==> config.mk <==
export PLATFORM = sky130hd
export DESIGN_NAME = packet_receiver
export DESIGN_NICKNAME = d
export VERILOG_FILES = /design/src/rtl/nextasic_pkg.sv /design/src/rtl/packet_receiver.sv
export SDC_FILE = /design/constraint.sdc
export NUM_CORES = 1
export LEC_CHECK = 0
export BUFFER_PORTS_ARGS = -buffer_cell sky130_fd_sc_hd__buf_2
export CORE_MARGIN = 5
export CORE_UTILIZATION = 50
export CTS_CLUSTER_SIZE = 40
export DETAILED_ROUTE_END_ITERATION = 6
export PLACE_DENSITY_LB_ADDON = 0.08
export SLEW_MARGIN = 30
export SYNTH_ARGS = -nofsm -noshare
export SYNTH_HDL_FRONTEND = slang
export SYNTH_SLANG_ARGS = --single-unit
==> constraint.sdc <==
create_clock -name clk -period 3.8 [get_ports clk]
set_input_delay 0.38 -clock clk [delete_from_list [all_inputs] [get_ports clk]]
set_output_delay 0.38 -clock clk [all_outputs]
set_load 0.05 [all_outputs]
==> src/rtl/nextasic_pkg.sv <==
// Shared constants and FSM state encoding for the serial packet receiver.
package nextasic_pkg;

    localparam int   OP_BITS     = 16;
    localparam logic START_LEVEL = 1'b1;

    typedef enum logic [2:0] {
        ST_IDLE   = 3'd0,
        ST_OP     = 3'd1,
        ST_DATA   = 3'd2,
        ST_PARITY = 3'd3,
        ST_STOP   = 3'd4
    } rx_state_t;

endpackage

==> src/rtl/packet_receiver.sv <==
// Serial frame receiver: start, 16-bit op, DATA_BITS payload, optional even parity, stop.
// Define PACKET_RECEIVER_PARITY_EN to insert the parity bit between payload and stop.
module packet_receiver
    import nextasic_pkg::*;
#(
    parameter int DATA_BITS = 32
) (
    input  logic                 clk,
    input  logic                 reset,
    input  logic                 bit_strobe,
    input  logic                 data_in,
    output logic [OP_BITS-1:0]   op_out,
    output logic [DATA_BITS-1:0] data_out,
    output logic                 out_valid,
    input  logic                 out_ready,
    output logic                 frame_error,
    output logic                 overrun,
    output logic                 busy
);

    rx_state_t             state;
    logic [5:0]            bit_cnt;
    logic [OP_BITS-1:0]    op_sh;
    logic [DATA_BITS-1:0]  data_sh;
    logic                  good_frame;
    logic                  bad_frame;
`ifdef PACKET_RECEIVER_PARITY_EN
    logic                  par_err;
`endif

    assign busy = (state != ST_IDLE);

    // Frame verdict is decided on the stop strobe itself
    always_comb begin
        good_frame = 1'b0;
        bad_frame  = 1'b0;
        if (bit_strobe && state == ST_STOP) begin
`ifdef PACKET_RECEIVER_PARITY_EN
            good_frame = (data_in == ~START_LEVEL) && !par_err;
`else
            good_frame = (data_in == ~START_LEVEL);
`endif
            bad_frame  = !good_frame;
        end
    end

    always_ff @(posedge clk or posedge reset) begin
        if (reset) begin
            state   <= ST_IDLE;
            bit_cnt <= '0;
`ifdef PACKET_RECEIVER_PARITY_EN
            par_err <= 1'b0;
`endif
        end else if (bit_strobe) begin
            case (state)
                ST_IDLE: begin
                    bit_cnt <= '0;
                    if (data_in == START_LEVEL)
                        state <= ST_OP;
                end
                ST_OP: begin
                    if (bit_cnt == 6'(OP_BITS - 1)) begin
                        bit_cnt <= '0;
                        state   <= ST_DATA;
                    end else begin
                        bit_cnt <= bit_cnt + 6'd1;
                    end
                end
                ST_DATA: begin
                    if (bit_cnt == 6'(DATA_BITS - 1)) begin
                        bit_cnt <= '0;
`ifdef PACKET_RECEIVER_PARITY_EN
                        state   <= ST_PARITY;
`else
                        state   <= ST_STOP;
`endif
                    end else begin
                        bit_cnt <= bit_cnt + 6'd1;
                    end
                end
`ifdef PACKET_RECEIVER_PARITY_EN
                ST_PARITY: begin
                    // Even parity: op, payload and parity bit together hold an even count of ones
                    par_err <= ^{op_sh, data_sh, data_in};
                    state   <= ST_STOP;
                end
`endif
                ST_STOP: state <= ST_IDLE;
                default: state <= ST_IDLE;
            endcase
        end
    end

    // Shift registers are fully rewritten by every frame, so they carry no reset
    always_ff @(posedge clk) begin
        if (bit_strobe) begin
            if (state == ST_OP)
                op_sh <= {op_sh[OP_BITS-2:0], data_in};
            if (state == ST_DATA)
                data_sh <= {data_sh[DATA_BITS-2:0], data_in};
        end
    end

    always_ff @(posedge clk or posedge reset) begin
        if (reset) begin
            op_out      <= '0;
            data_out    <= '0;
            out_valid   <= 1'b0;
            frame_error <= 1'b0;
            overrun     <= 1'b0;
        end else begin
            frame_error <= bad_frame;
            if (good_frame) begin
                // A pending frame consumed on this same cycle makes room for the new one
                if (!out_valid || out_ready) begin
                    op_out    <= op_sh;
                    data_out  <= data_sh;
                    out_valid <= 1'b1;
                end else begin
                    overrun   <= 1'b1;
                end
            end else if (out_valid && out_ready) begin
                out_valid <= 1'b0;
            end
        end
    end

endmodule

Yosys cells after proc, flatten, opt, wreduce, memory -nomap -nowiden
Index checks and enable logic that the tools add are counted.
{ "totals": {"out_inout_bits": 52, "inputBits": 5, "register_bits": 108, "wordCells": 48} }
{ "classes": {"reduce_logical": 15, "addsub": 1, "bitwise": 2, "n_mux": 12, "eq_ne": 9} }
{ "op_table": {"columns": ["cell", "count"], "rows": [
  ["one-hot mux 6 bit (3 select lines)", 1],
  ["two-way mux 6 bit", 2],
  ["AND reduction 2 bit", 6],
  ["two-way mux 3 bit", 3],
  ["one-hot mux 3 bit (3 select lines)", 1],
  ["adder 6 x 1 -> 6 bit, second input constant", 1],
  ["equality test 6 x 4 -> 1 bit, second input constant", 1],
  ["equality test 6 x 5 -> 1 bit, second input constant", 1],
  ["inequality test 2 bit, second input constant", 3],
  ["nonzero test 3 bit", 2],
  ["two-way mux 1 bit", 5],
  ["AND reduction 4 bit", 1],
  ["equality test 3 x 1 -> 1 bit, second input constant", 1],
  ["equality test 3 x 2 -> 1 bit, second input constant", 1],
  ["equality test 3 bit, second input constant", 1],
  ["logical NOT 3 bit", 1],
  ["logical AND 1 bit", 2],
  ["inequality test 2 x 1 -> 1 bit, second input constant", 1],
  ["NOT 1 bit", 2],
  ["nonzero test 2 bit", 1],
  ["logical NOT 1 bit", 1],
  ["logical OR 1 bit", 1]
]} }

Longest topological paths before layout
Gate-level depths: netlist (run 1).
{ "logic_depth": {"word_depth": 5, "ltp_mapped": 7, "depth_no_buf": 5} }

Worst setup path before layout (run 1)
Ideal clock, no wire load.
{ "synth_path": {"path_type": "flip-flop to flip-flop", "startpoint": "reg state[2]", "endpoint": "reg data_sh[0], enable pin", "setup_slack_ps": 232, "path_buffers": 0, "period_less_slack_ps": 3568, "t_required_ps": 3330, "setup_time_ps": 470, "arrival_ps": 3098, "stages_incl_launch_ff": 3, "path_cell_list": "dfrtp_1 -> nand2b_1 -> nor3b_1"} }
{ "synth_via": {"elab_chain_cells": 2} }
{ "synth_rtl": {"columns": ["item", "line", "text"], "rows": [
  ["start: declaration", "packet_receiver.sv:21", "rx_state_t state;"],
  ["start signal: assignment", "packet_receiver.sv:49", "state <= ST_IDLE;"],
  ["start signal: assignment", "packet_receiver.sv:59", "state <= ST_OP;"],
  ["start signal: assignment", "packet_receiver.sv:64", "state <= ST_DATA;"],
  ["equality test 3 x 2 -> 1 bit", "packet_receiver.sv:99", "if (state == ST_DATA)"],
  ["AND reduction 2 bit (no line)", null, null],
  ["end signal: assignment", "packet_receiver.sv:100", "data_sh <= {data_sh[DATA_BITS-2:0], data_in};"],
  ["end: declaration", "packet_receiver.sv:24", "logic [DATA_BITS-1:0] data_sh;"]
]} }
Every way passes these cells.
A chain may end at the register's enable or synchronous reset.

Final worst setup path (run 1)
{ "layout_path": {"startpoint": "reg state[1]", "endpoint": "reg data_out[30]"} }
{ "layout_via": {"elab_chain_cells": 4} }
{ "layout_rtl": {"columns": ["item", "line", "text"], "rows": [
  ["equality test 3 bit", "packet_receiver.sv:37", "if (bit_strobe && state == ST_STOP) begin"],
  ["logical AND 1 bit", "packet_receiver.sv:37", null],
  ["two-way mux 1 bit", "packet_receiver.sv:37", null],
  ["AND reduction 2 bit (no line)", null, null],
  ["end signal: assignment", "packet_receiver.sv:117", "data_out <= data_sh;"],
  ["end: declaration", "packet_receiver.sv:13", "output logic [DATA_BITS-1:0] data_out,"]
]} }
Every way passes these cells.

==> out/metrics.cfg, run 1 <==
[clock_tree]
clk_pin_slew_ns = 0.10
cts_resized = 0
cts_tree = yes
cts_setup_buffers = 0
clk_path_buf_depth = 2
clkSinkCount = 108
holdBufCountCts = 0
htree_levels = 3
clk_latency_ns = 0.35
cts_buffers = 9
cts-root-buf = clkbuf_8

[power_and_ir_drop]
power.density_nw_per_um2 = 584
seqPwrFrac = 0.576
cellLeakagePower_nw = 2.05
comb_power_share = 0.188
p_sw_mw = 0.832
pwr-share-clk = 0.236
switching_share = 0.315
ir_drop_mv = 0.293
p_int_mw = 1.81

[final_layout]
area_delta_synth_final_pct = 13.8
fin_nets = 287
final_core_util = 0.585
fin_area_um2 = 4520
drive_gt1_frac = 0.389
n_antenna_cell = 0
layout_commonest_cell = dfrtp_1
final_cell_mix = dfrtp_1, buf_2, edfxtp_1

[die]
coreArea_um2 = 7730
io_pins = 57
start_util = 0.514
die_area_um2 = 9830
fp.dieW_um = 99.2
die_h_um = 99.2
num_rows = 32

[critical_path]
critPathLaunch = state[1]$_DFFE_PP0P_
worst_path_largest_cell_delay_ns = 0.53
cpMaxStageDelayCell = nand2b_4
r2r_slack_ns = 1.77
worst-setup-path-type = reg -> reg
cpLargestDelayFamily = simple AND/OR/NAND/NOR gates
cp.arrival_ns = 2.26
crit_fanout = 48
cp.required_ns = 4.04
r2r-start = state[1]$_DFFE_PP0P_
critPathLaunchType = register
reg2regPathDepth = 4
worstReg2RegEnd = data_out[30]$_DFFE_PP0P_
setup.worst_path.end_class = register
worst-path-buf-inv = 0
crit_chain = nor2_1 > nand4b_1 > nand2b_4 > mux2_1

[route]
num_vias = 2027
drt_first_pass_iters = 5
via_per_inst = 5.24
routed_wl_um = 6320
drt.antenna.violating_nets = 0
drc = 0
drtIter0Drc = 48
wl_per_cell_um = 16.3

[synthesis]
syn-num-nets = 226
ys_top_cells_by_area = dfrtp_1, edfxtp_1, mux2_2, mux2_1, buf_6
synthCells = 220
synth_area_um2 = 3980
yosys_register_bits = 108
synthArstFlopShare = 0.556
yosysSeqAreaShare = 0.740
avgSynthCellArea_um2 = 18.1
yosysWarnings = 0
synth-edff-count = 48
synth_top_area_frac = 0.378
synth_top_area_cell = dfrtp_1
synth_cell_types = 40
synth_ff_type = dfrtp_1

[sta]
slew_viol_final = 0
setup_viol = 0
min_period_ns = 2.03
max_slew.worst_pin.slew_ns = 0.754
fin_crit_sh = 0.533
slew_headroom = 0.497
rsz0062_at_grt = false
hold_viol = 0
skew_ns = 0.00911
tns_ns = 0
max_freq_mhz = 494

[global_routing]
antenna_found_initial = 0
grt_max_degree = 49
grt-ovfl-total = 0
grt_pass1_vias = 2128
grt_usage = 0.138
grt_pass1_wl_um = 10700

[placed_design]
placed_area_um2 = 4350
dpl.hpwl_um = 4080
gp_congestion = 0.781
port_buffers = 56

[status]
outcome = finished clean

[worst_hold_path]
hold_class = in -> async

[flow_run]
maxCapViolCount = 0

[state kept, by name, indices dropped and copies added (netlist names)]
signal       count
data_out        32
data_sh         32
op_out          16
op_sh           16
bit_cnt          6
state            3
frame_error      1
out_valid        1
overrun          1
[cell families after synthesis]
family / after synthesis / share of synthesized area
flops: 108 / 0.740
mux: 49 / 0.139
simple gates: 25 / 0.0431
compound gates: 24 / 0.0519
buf+inv: 12 / 0.0205
xor+xnor: 1 / 0.00220
fa+ha+maj: 1 / 0.00315
[power groups by stage]
| stage | sequential, mW | clock [mW] | combinational (mW) |
|---|---|---|---|
| after detailed placement | 1.55 | 0 | 0.506 |
| final | 1.52 | 0.623 | 0.496 |
| after CTS | 1.52 | 0.652 | 0.505 |
| after global routing | 1.55 | 0.697 | 0.539 |
| after global placement | 1.54 | 0 | 0.492 |
| after floorplan | 1.64 | 0 | 0.280 |
[synth_stat cells (2+ instances only)]
master,number
nand2b_1,3
dfrtp_1,60
nand4b_1,2
inv_1,4
a41oi_1,2
mux2_2,29
nor3b_1,3
nor2_1,2
nand2_1,4
a21oi_1,8
nand3_1,3
a211o_1,2
buf_2,2
mux2_1,20
edfxtp_1,48
buf_6,4
[layout make-up]
type	count	area, um^2
inverters	4	17.5
fillers	634	3200
multi-input cells	100	967
clock inverters	6	50.0
well taps	102	128
clock buffers	9	124
flip-flops and latches	108	2940
repair buffers	58	295
[per-layer routing]
metal | up-vias | global-route usage | routed length, um
met4 | 0 | 0.0536 | 34
met5 | - | 0 | 0
li1 | 940 | - | -
met2 | 54 | 0.200 | 2830
met1 | 1029 | 0.200 | 3090
met3 | 4 | 0.0372 | 365
[worst max path at each step]
stage	slack (ns)	end	cells past startpoint
2_1_floorplan	0.23	data_sh[0]$_DFFE_PP_	2
3_3_place_gp	1.79	op_sh[15]$_DFFE_PP_	2
3_5_place_dp	1.78	data_out[26]$_DFFE_PP0P_	4
4_1_cts	1.75	data_out[30]$_DFFE_PP0P_	4
5_1_grt	1.66	op_out[2]$_DFFE_PP0P_	4
6_report	1.77	data_out[30]$_DFFE_PP0P_	4
[per-stage QoR]
step | setup WS [ns] | std cells | power [mW] | hold WS [ns]
6_report | 1.77 | 387 | 2.64 | 0.0822
5_1_grt | 1.66 | 387 | 2.78 | 0.129
4_1_cts | 1.75 | 387 | 2.68 | 0.101
3_5_place_dp | 1.78 | 372 | 2.05 | 0.429
3_3_place_gp | 1.79 | 372 | 2.03 | 0.421
2_1_floorplan | 0.232 | 220 | 1.92 | 0.419
Power figures use the tool's default switching activity.
==> run 2, diff against run 1 <==
==> constraint.sdc (replaced) <==
create_clock -name clk -period 1.7 [get_ports clk]
set_input_delay 0.17 -clock clk [delete_from_list [all_inputs] [get_ports clk]]
set_output_delay 0.17 -clock clk [all_outputs]
set_load 0.05 [all_outputs]
==> run 2 against run 1 <==
Register-to-register slack got worse by 1.7 ns. Design area up 5.3%. Via count up 2.9%. Setup slack lost 1.7 ns. Core utilization rose by 3.1 points. Routed wire length hardly changed. Clock power rose to 2.6 times the previous value. Global-route usage about the same. Sequential share of layout area decreased by 3.3 points. Sequential cell count unchanged. Combinational power increased to 2.9 times the previous value.
==> out/metrics.cfg, run 2 (synthesis gave the netlist of run 1 again) <==
[sta]
fin_crit_sh = 0.967
skew_ns = 0.0126  ; +0.00353 ns
rsz0062_at_grt = true
min_period_ns = 1.64
slew_headroom = 0.789  ; +0.293
tns_ns = 0  ; unchanged
hold_viol = 0  ; unchanged
setup_viol = 0  ; unchanged
max_freq_mhz = 608
slew_viol_final = 0  ; unchanged
max_slew.worst_pin.slew_ns = 0.312  ; -0.442 ns

[die]
io_pins = 57  ; unchanged
die_area_um2 = 9830  ; unchanged
start_util = 0.514  ; unchanged
num_rows = 32  ; unchanged
coreArea_um2 = 7730  ; unchanged
die_h_um = 99.2  ; unchanged
fp.dieW_um = 99.2  ; unchanged

[critical_path]
worst-setup-path-type = reg -> out
cpLargestDelayFamily = flip-flops
worst_path_largest_cell_delay_ns = 0.45  ; -0.08 ns
cpMaxStageDelayCell = dfrtp_2
crit_fanout = 6  ; -88%
setup.worst_path.end_class = output pin
cp.arrival_ns = 1.47  ; -0.79 ns
critPathLaunchType = register
crit_chain = buf_4 > or3_4 > buf_8
cp.required_ns = 1.53  ; -2.51 ns
worst-path-buf-inv = 2  ; +2

[global_routing]
grtUsageMet1 = 0.196  ; -0.00379
grt_pass1_vias = 2127  ; -0.047%
grt_usage = 0.138  ; about the same
antenna_found_initial = 0  ; unchanged
grt_max_degree = 61  ; +24%
top_usage_layer = met2
grt-ovfl-total = 0  ; unchanged
grt_util_met3 = 0.0330  ; -0.00421
grt_pass1_wl_um = 10700  ; -0.32%
groute.layer.met2.usage = 0.206  ; +0.00568

[final_layout]
fin_area_um2 = 4770  ; +5.3%
largest_registers = data_out x32, data_sh x32
n_antenna_cell = 0  ; unchanged
fillCellCount = 604  ; -4.7%
layout_commonest_cell = dfrtp_1
area_delta_synth_final_pct = 19.9
final_cell_mix = dfrtp_1, buf_2, edfxtp_1
multi_input_area_um2 = 1000  ; +3.9%
drive_gt1_frac = 0.436  ; +0.0468
regArea_um2 = 2940  ; about the same
fin_nets = 299  ; +4.2%

[clock_tree]
cts_buffers = 9  ; unchanged
cts_tree = yes
clk_pin_slew_ns = 0.09  ; about the same
htree_levels = 3  ; unchanged
clk_path_buf_depth = 2  ; unchanged
clk_latency_ns = 0.36  ; about the same
clkSinkCount = 108  ; unchanged
cts-root-buf = clkbuf_8

[power_and_ir_drop]
power.density_nw_per_um2 = 1340  ; +130%
ir_drop_mv = 0.622  ; +110%
cellLeakagePower_nw = 2.15  ; +4.9%
power_mw = 6.41  ; +140%

[route]
drtIter0Drc = 83  ; +73%
drt.antenna.violating_nets = 0  ; unchanged
drt_first_pass_iters = 4  ; -1
num_vias = 2086  ; +2.9%
routed_wl_um = 6320  ; about the same
wl_per_cell_um = 15.8  ; -3.2%
via_per_inst = 5.22  ; -0.43%
drc = 0  ; unchanged

[placed_design]
placed_area_um2 = 4450  ; +2.3%
port_buffers = 56  ; unchanged
dpl.hpwl_um = 3920  ; -3.9%
gp_congestion = 0.804  ; +3.0%

[status]
outcome = finished clean

[flow_run]
maxCapViolCount = 0  ; unchanged

[worst_hold_path]
hold_class = in -> reg

-- run 2: repair_timing --
item / in CTS / in global routing
cloned: 0 / 0
hold buffers: 1 / 0
buffers inserted: 2 / 3
pin swaps: 1 / 0
resized for setup: 3 / 9
endpoints found under the hold margin: 60 / 0
endpoints found under the setup margin: 2 / 7
-- run 2: worst paths after layout --
| path | depth (start not counted) | start | slack, ns | endpoint |
|---|---|---|---|---|
| worst min register to register | 0 | data_sh[1]$_DFFE_PP_ | 0.45 | data_sh[2]$_DFFE_PP_ |
| min in group asynchronous | 4 | reset | 0.41 | data_out[26]$_DFFE_PP0P_ |
| worst max-delay path | 3 | state[2]$_DFFE_PP0P_ | 0.06 | busy |
| max in group asynchronous | 4 | reset | 1.00 | state[2]$_DFFE_PP0P_ |
| worst min-delay path | 1 | data_in | 0.08 | data_sh[0]$_DFFE_PP_ |
| worst max register to register | 5 | bit_cnt[0]$_DFFE_PP0P_ | 0.07 | bit_cnt[5]$_DFFE_PP0P_ |
-- run 2: area by class of cell --
type | instances | area share
clock buffers | 10 | 0.0289
clock inverters | 6 | 0.0171
inverters | 4 | 0.00315
multi-input cells | 100 | 0.211
flip-flops and latches | 108 | 0.618
well taps | 102 | 0.0268
repair buffers | 70 | 0.0956
-- run 2: per-stage QoR --
step	utilization	cells	setup WS, ns	hold WS (ns)
after floorplan	-	220	-0.236	0.266
after CTS	0.609	397	0.0103	0.0598
after detailed placement	0.576	378	0.0157	0.269
after global placement	0.576	378	0.0740	0.266
after global routing	0.617	400	-0.00184	0.0564
final	0.617	400	0.0556	0.0838
-- run 2: power by group --
part	internal [mW]	total, mW	switching, mW
Clock	0.750	1.62	0.869
Combinational	0.547	1.42	0.875
Sequential	3.17	3.37	0.202
-- run 2: layer usage --
metal	up-vias	part of all wire
li1	973	-
met1	1055	0.47
met2	49	0.47
met3	9	0.048
met4	0	0.015
met5	-	0
